<file path="src/rtl/fetch_pkg.sv">
// Shared types for the instruction-fetch front end: FSM state encoding and
// the bytes-per-instruction helper used to step and align the fetch PC.
package fetch_pkg;

    typedef enum logic {
        BOOT = 1'b0,
        RUN  = 1'b1
    } fetch_state_e;

    function automatic int instr_bytes(input int data_width);
        return data_width / 8;
    endfunction

endpackage

</file>
<file path="src/rtl/if_prefetch_queue.sv">
// Prefetching IF stage: pipelined IMEM requests into a DEPTH-entry circular
// queue, valid/ready handoff to ID, redirect flush with stale-response discard.
module if_prefetch_queue
    import fetch_pkg::*;
#(
    parameter int DATA_WIDTH = 32,
    parameter int ADDR_WIDTH = 32,
    parameter int DEPTH      = 4
) (
    input  logic                  clk,
    input  logic                  rst_n,
    input  logic [ADDR_WIDTH-1:0] boot_add,
    input  logic                  redirect_i,
    input  logic [ADDR_WIDTH-1:0] redirect_pc_i,
    output logic                  imem_req_o,
    output logic [ADDR_WIDTH-1:0] imem_add_o,
    input  logic                  imem_gnt_i,
    input  logic                  imem_rvalid_i,
    input  logic [DATA_WIDTH-1:0] imem_rdata_i,
    output logic                  if_valid_o,
    output logic [DATA_WIDTH-1:0] if_instr_o,
    output logic [ADDR_WIDTH-1:0] if_pc_o,
    input  logic                  id_ready_i
);

    localparam int INSTR_BYTES = instr_bytes(DATA_WIDTH);
    localparam int IW          = $clog2(DEPTH);
    localparam int PW          = IW + 1;
    localparam logic [ADDR_WIDTH-1:0] ALIGN_MASK = ~ADDR_WIDTH'(INSTR_BYTES - 1);

    typedef struct packed {
        logic [ADDR_WIDTH-1:0] pc;
        logic [DATA_WIDTH-1:0] instr;
        logic                  filled;
    } entry_t;

    generate
        if (DEPTH < 2 || (DEPTH & (DEPTH - 1)) != 0) begin : g_bad_depth
            $error("if_prefetch_queue: DEPTH must be a power of two >= 2");
        end
    endgenerate

    fetch_state_e          state_q, state_d;
    logic [ADDR_WIDTH-1:0] pc_q, pc_d;
    logic [PW-1:0]         alloc_q, alloc_d;
    logic [PW-1:0]         fill_q, fill_d;
    logic [PW-1:0]         rd_q, rd_d;
    logic [PW-1:0]         discard_q, discard_d;
    entry_t                entries_q [DEPTH];
    entry_t                entries_d [DEPTH];

    logic [PW-1:0] occupancy;
    logic [PW:0]   committed;
    logic          issue;
    logic          pop;
    entry_t        head;

    // Queue slots plus responses still owed to flushed requests bound the
    // number of IMEM transactions in flight.
    assign occupancy  = alloc_q - rd_q;
    assign committed  = {1'b0, occupancy} + {1'b0, discard_q};
    assign imem_req_o = (state_q == RUN) && !redirect_i && (committed < (PW+1)'(DEPTH));
    assign imem_add_o = pc_q & ALIGN_MASK;
    assign issue      = imem_req_o && imem_gnt_i;

    assign head       = entries_q[rd_q[IW-1:0]];
    assign if_valid_o = (occupancy != '0) && head.filled;
    assign if_instr_o = head.instr;
    assign if_pc_o    = head.pc;
    assign pop        = if_valid_o && id_ready_i;

    always_comb begin
        state_d   = state_q;
        pc_d      = pc_q;
        alloc_d   = alloc_q;
        fill_d    = fill_q;
        rd_d      = rd_q;
        discard_d = discard_q;
        entries_d = entries_q;

        if (state_q == BOOT) begin
            state_d = RUN;
            pc_d    = (redirect_i ? redirect_pc_i : boot_add) & ALIGN_MASK;
        end else if (redirect_i) begin
            // Every request not yet answered becomes stale; a response landing
            // this cycle is consumed here, so it leaves the count.
            alloc_d   = '0;
            fill_d    = '0;
            rd_d      = '0;
            pc_d      = redirect_pc_i & ALIGN_MASK;
            discard_d = discard_q + (alloc_q - fill_q) - PW'(imem_rvalid_i);
            for (int i = 0; i < DEPTH; i++) begin
                entries_d[i].filled = 1'b0;
            end
        end else begin
            if (imem_rvalid_i) begin
                if (discard_q != '0) begin
                    discard_d = discard_q - PW'(1);
                end else begin
                    entries_d[fill_q[IW-1:0]].instr  = imem_rdata_i;
                    entries_d[fill_q[IW-1:0]].filled = 1'b1;
                    fill_d = fill_q + PW'(1);
                end
            end
            if (pop) begin
                rd_d = rd_q + PW'(1);
            end
            // alloc slot never aliases fill slot here: that needs a full queue,
            // which already blocks issue.
            if (issue) begin
                entries_d[alloc_q[IW-1:0]].pc     = pc_q & ALIGN_MASK;
                entries_d[alloc_q[IW-1:0]].filled = 1'b0;
                alloc_d = alloc_q + PW'(1);
                pc_d    = pc_q + ADDR_WIDTH'(INSTR_BYTES);
            end
        end
    end

    always_ff @(posedge clk or negedge rst_n) begin
        if (!rst_n) begin
            state_q   <= BOOT;
            pc_q      <= '0;
            alloc_q   <= '0;
            fill_q    <= '0;
            rd_q      <= '0;
            discard_q <= '0;
            for (int i = 0; i < DEPTH; i++) begin
                entries_q[i] <= '0;
            end
        end else begin
            state_q   <= state_d;
            pc_q      <= pc_d;
            alloc_q   <= alloc_d;
            fill_q    <= fill_d;
            rd_q      <= rd_d;
            discard_q <= discard_d;
            entries_q <= entries_d;
        end
    end

endmodule

</file>
<file path="config.mk">
export PLATFORM = sky130hd
export DESIGN_NAME = if_prefetch_queue
export DESIGN_NICKNAME = d
export VERILOG_FILES = /design/src/rtl/fetch_pkg.sv /design/src/rtl/if_prefetch_queue.sv
export SDC_FILE = /design/constraint.sdc
export NUM_CORES = 1
export LEC_CHECK = 0
export CAP_MARGIN = 20
export CORE_UTILIZATION = 55
export CTS_CLUSTER_SIZE = 8
export DETAILED_ROUTE_END_ITERATION = 8
export GPL_TIMING_DRIVEN = 0
export HOLD_SLACK_MARGIN = 0.08
export PLACE_DENSITY = 0.81
export SLEW_MARGIN = 40
export SYNTH_ARGS = -nofsm -noshare
export SYNTH_HDL_FRONTEND = slang
export SYNTH_SLANG_ARGS = --single-unit
</file>
<file path="constraint.sdc">
create_clock -name clk -period 8.71 [get_ports clk]
set_input_delay 1.742 -clock clk [delete_from_list [all_inputs] [get_ports clk]]
set_output_delay 1.742 -clock clk [all_outputs]
set_load 0.01 [all_outputs]
</file>
==> flow_summary.yaml <==
worst_setup_path:
  r2r_cells: 12
  reg2reg_to: "pc_q[12]"
  critPathLaunchType: "input port"
  slowest_delay_ns: 0.59
  crit_slowest_cell: "clkdlybuf4s50_1"
  worst-setup-path-type: "in2out"
  crit_path_cell_trace: "clkdlybuf4s50_1 > nor2b_1 > clkbuf_1 > clkbuf_1 > and3_1 > clkdlybuf4s50_1"
  crit_fanout: 10
  r2r_slack_ns: 4.94
  critPathLaunch: "redirect_i"
  critPathCapture: "imem_req_o"
  r2r_start: "rd_q[1]"
  cp-end-kind: "output pin"
  critical_path_arrival_ns: 3.94
  crit_required_ns: 6.97
floorplan:
  die_w_um: 161
  start_util_pct: 56.6
  row_count: 57
  num_io_pins: 200
  die_y_um: 161
  die_area_um2: 25900
  coreArea_um2: 24500
detailed_routing:
  first_pass_iters: 5
  vias_per_cell: 6.00
  wire_per_inst_um: 21.9
  first_iter_violations: 634
  ant_nets: 0
  drc: 0
  vias: 9339
  postRouteWirelength_um: 34000
clock_network:
  cts_resized: 0
  post_cts_buffers: 0
  path_clk_slew_ns: 0.05
  cts_root_buffer: "clkbuf_16"
  cts-htree-levels: 2
  numClockSinks: 295
  cts_tree: "built"
  numCtsBuffers: 42
  cts_buffer_depth: 3
  hold_buffers: 0
  clk_latency_ns: 0.52
hold_path:
  hold_class: "reg2reg"
placed_design:
  hpwlAfterDp_um: 23100
  io_buffers: 191
  dp.cells: 1511
  gp_congestion: 0.849
  pre_cts_ws_ns: 3.13
sta:
  worstMarginPinSlew_ns: 0.891
  slew_headroom_pct: 40.4
  period_share_pct: 65.2
  finalSetupViolations: 0
  holdWs_ns: 0.480
  rsz0062_at_grt: "no"
  skew_ns: 0.0122
  hold_viol: 0
  finalCriticalPeriod_ns: 5.68
  final.setup.worst_slack_ns: 3.03
  slew_viol_final: 0
  timing.fmax_mhz: 176
finish:
  drive_above_1_share_pct: 33.3
  fill_cells: 1690
  nets: 1354
  area_delta_synth_final_pct: 25.4
  final_cells: 1556
  diodes: 0
synth:
  ys_seq_area_share_pct: 53.1
  ys_types: 56
  yosysTopAreaCellShare_pct: 53.1
  yosys.area.top_type: "dfrtp_1"
  syn_area_per_cell_um2: 14.1
  synthFlopType: "dfrtp_1"
  async_flop_share_pct: 100
  ys_ff_latch: 295
  synthTopCellsByArea: "dfrtp_1, mux2_2, mux4_2, a22oi_1, ha_1"
  synth-edff-count: 0
  netlist_area_um2: 13900
  syn_inst: 989
  ys.warnings.count: 0
flow_run:
  maxCapViolCount: 0
global_route:
  antenna_found_initial: 0
  grt_pass1_vias: 9843
  grt_overflow: 0
  grt_max_degree: 77
  track_usage_pct: 27.1
  grt_pass1_wl_um: 54000
power_and_ir_drop:
  ir_drop_uv: 183
  power_density_nw_per_um2: 308
  p_leak_uw: 0.00794
run_status:
  status: "finished, final reports clean"
[stage by stage]
step	cell area [um2]	util [%]	setup TNS (ns)	total power, uW
2_1_floorplan	13900	-	0	3160
3_3_place_gp	16200	66.1	-1968.09	3890
5_1_grt	17400	71.0	0	5640
3_5_place_dp	16300	66.6	0	3960
6_report	17400	71.0	0	5360
4_1_cts	17400	71.0	0	5400
[cell families after synthesis]
logic type                 Yosys count  synth area share, %
adders and majority gates           21                 2.16
buffers and inverters               93                 3.03
AOI/OAI and AO/OA                  130                 5.62
other                                2               0.0540
DFF                                295                 53.1
and+or+nand+nor                    120                 4.58
xor gates and xnor gates            18                 1.23
muxes                              310                 30.2
[Yosys cell counts (2+ instances only)]
| cell type | n |
|---|---|
| inv_1 | 23 |
| buf_2 | 39 |
| and4_1 | 3 |
| nor2_1 | 10 |
| nor2b_1 | 2 |
| a22oi_1 | 28 |
| a21oi_1 | 37 |
| nand2_1 | 50 |
| a22o_1 | 2 |
| nor4_1 | 3 |
| and3_1 | 7 |
| xor2_1 | 5 |
| dfrtp_1 | 295 |
| o22ai_1 | 6 |
| nand2b_1 | 3 |
| a2bb2oi_1 | 2 |
| mux2i_1 | 4 |
| a31oi_1 | 3 |
| nor3_1 | 3 |
| mux2_2 | 243 |
| xnor2_1 | 12 |
| conb_1 | 2 |
| mux4_2 | 63 |
| buf_4 | 4 |
| and2_1 | 2 |
| nor4_2 | 2 |
| nor3b_1 | 3 |
| clkbuf_1 | 22 |
| fa_1 | 5 |
| nand4_1 | 6 |
| o31ai_1 | 4 |
| o21ai_0 | 39 |
| ha_1 | 16 |
| nand3_1 | 16 |
| o21ai_1 | 2 |
| buf_1 | 3 |
[routing by layer]
metal / track usage (%) / wire, um
met1: 35.9 / 13900
met2: 44.7 / 16900
met3: 5.60 / 2180
met4: 9.39 / 1010
met5: 0 / 0
[critical path: cells and delay by family]
kind / cells / cell delay (ns)
buffers and inverters: 4 / 1.84
AND/OR/NAND/NOR: 2 / 0.36
[state kept, by name, summed over array words and instances, names as in the netlist]
name and cells:
state_q 1, entries_q 252, discard_q 3, alloc_q 3, pc_q 30, rd_q 3, fill_q 3
[layout by cell type (no fill, tap or decap), drive strengths merged, types with 3 or more instances in the layout]
cell           instances
dfrtp                295
mux2                 243
clkdlybuf4s50        190
clkbuf                67
mux4                  63
buf                   52
nand2                 50
o21ai                 41
a21oi                 37
a22oi                 28
inv                   24
nand3                 16
ha                    16
xnor2                 12
nor2                  11
and3                   7
nand4                  7
o22ai                  6
xor2                   5
fa                     5
conb                   5
nor3                   5
nor4                   5
mux2i                  4
o31ai                  4
nand2b                 3
nor3b                  3
a31oi                  3
and4                   3
[how the worst min path moves through the flow]
stage                              from       endpoint  depth (start not counted)
after floorplan           entries_q[42]  entries_q[42]                          2
after global placement    entries_q[59]  entries_q[59]                          2
after detailed placement  entries_q[59]  entries_q[59]                          2
after CTS                 entries_q[56]  entries_q[56]                          2
after global routing      entries_q[88]  entries_q[88]                          1
final                     entries_q[42]  entries_q[42]                          2
[power by group]
part | internal (uW) | switching [uW] | total (uW)
Clock | 861 | 540 | 1400
Sequential | 1810 | 259 | 2060
Combinational | 1110 | 785 | 1900
Total | 3780 | 1580 | 5360
[layout make-up]
class / count / area (um2) / area share, %
Sequential cell: 295 / 7380 / 42.4
Multi-Input combinational cell: 604 / 6100 / 35.0
Timing Repair Buffer: 195 / 2030 / 11.6
Clock buffer: 44 / 1080 / 6.20
Tap cell: 324 / 405 / 2.33
Buffer: 70 / 337 / 1.93
Inverter: 23 / 86.3 / 0.495
Clock inverter: 1 / 8.76 / 0.0503
Power figures use the tool's default switching activity.
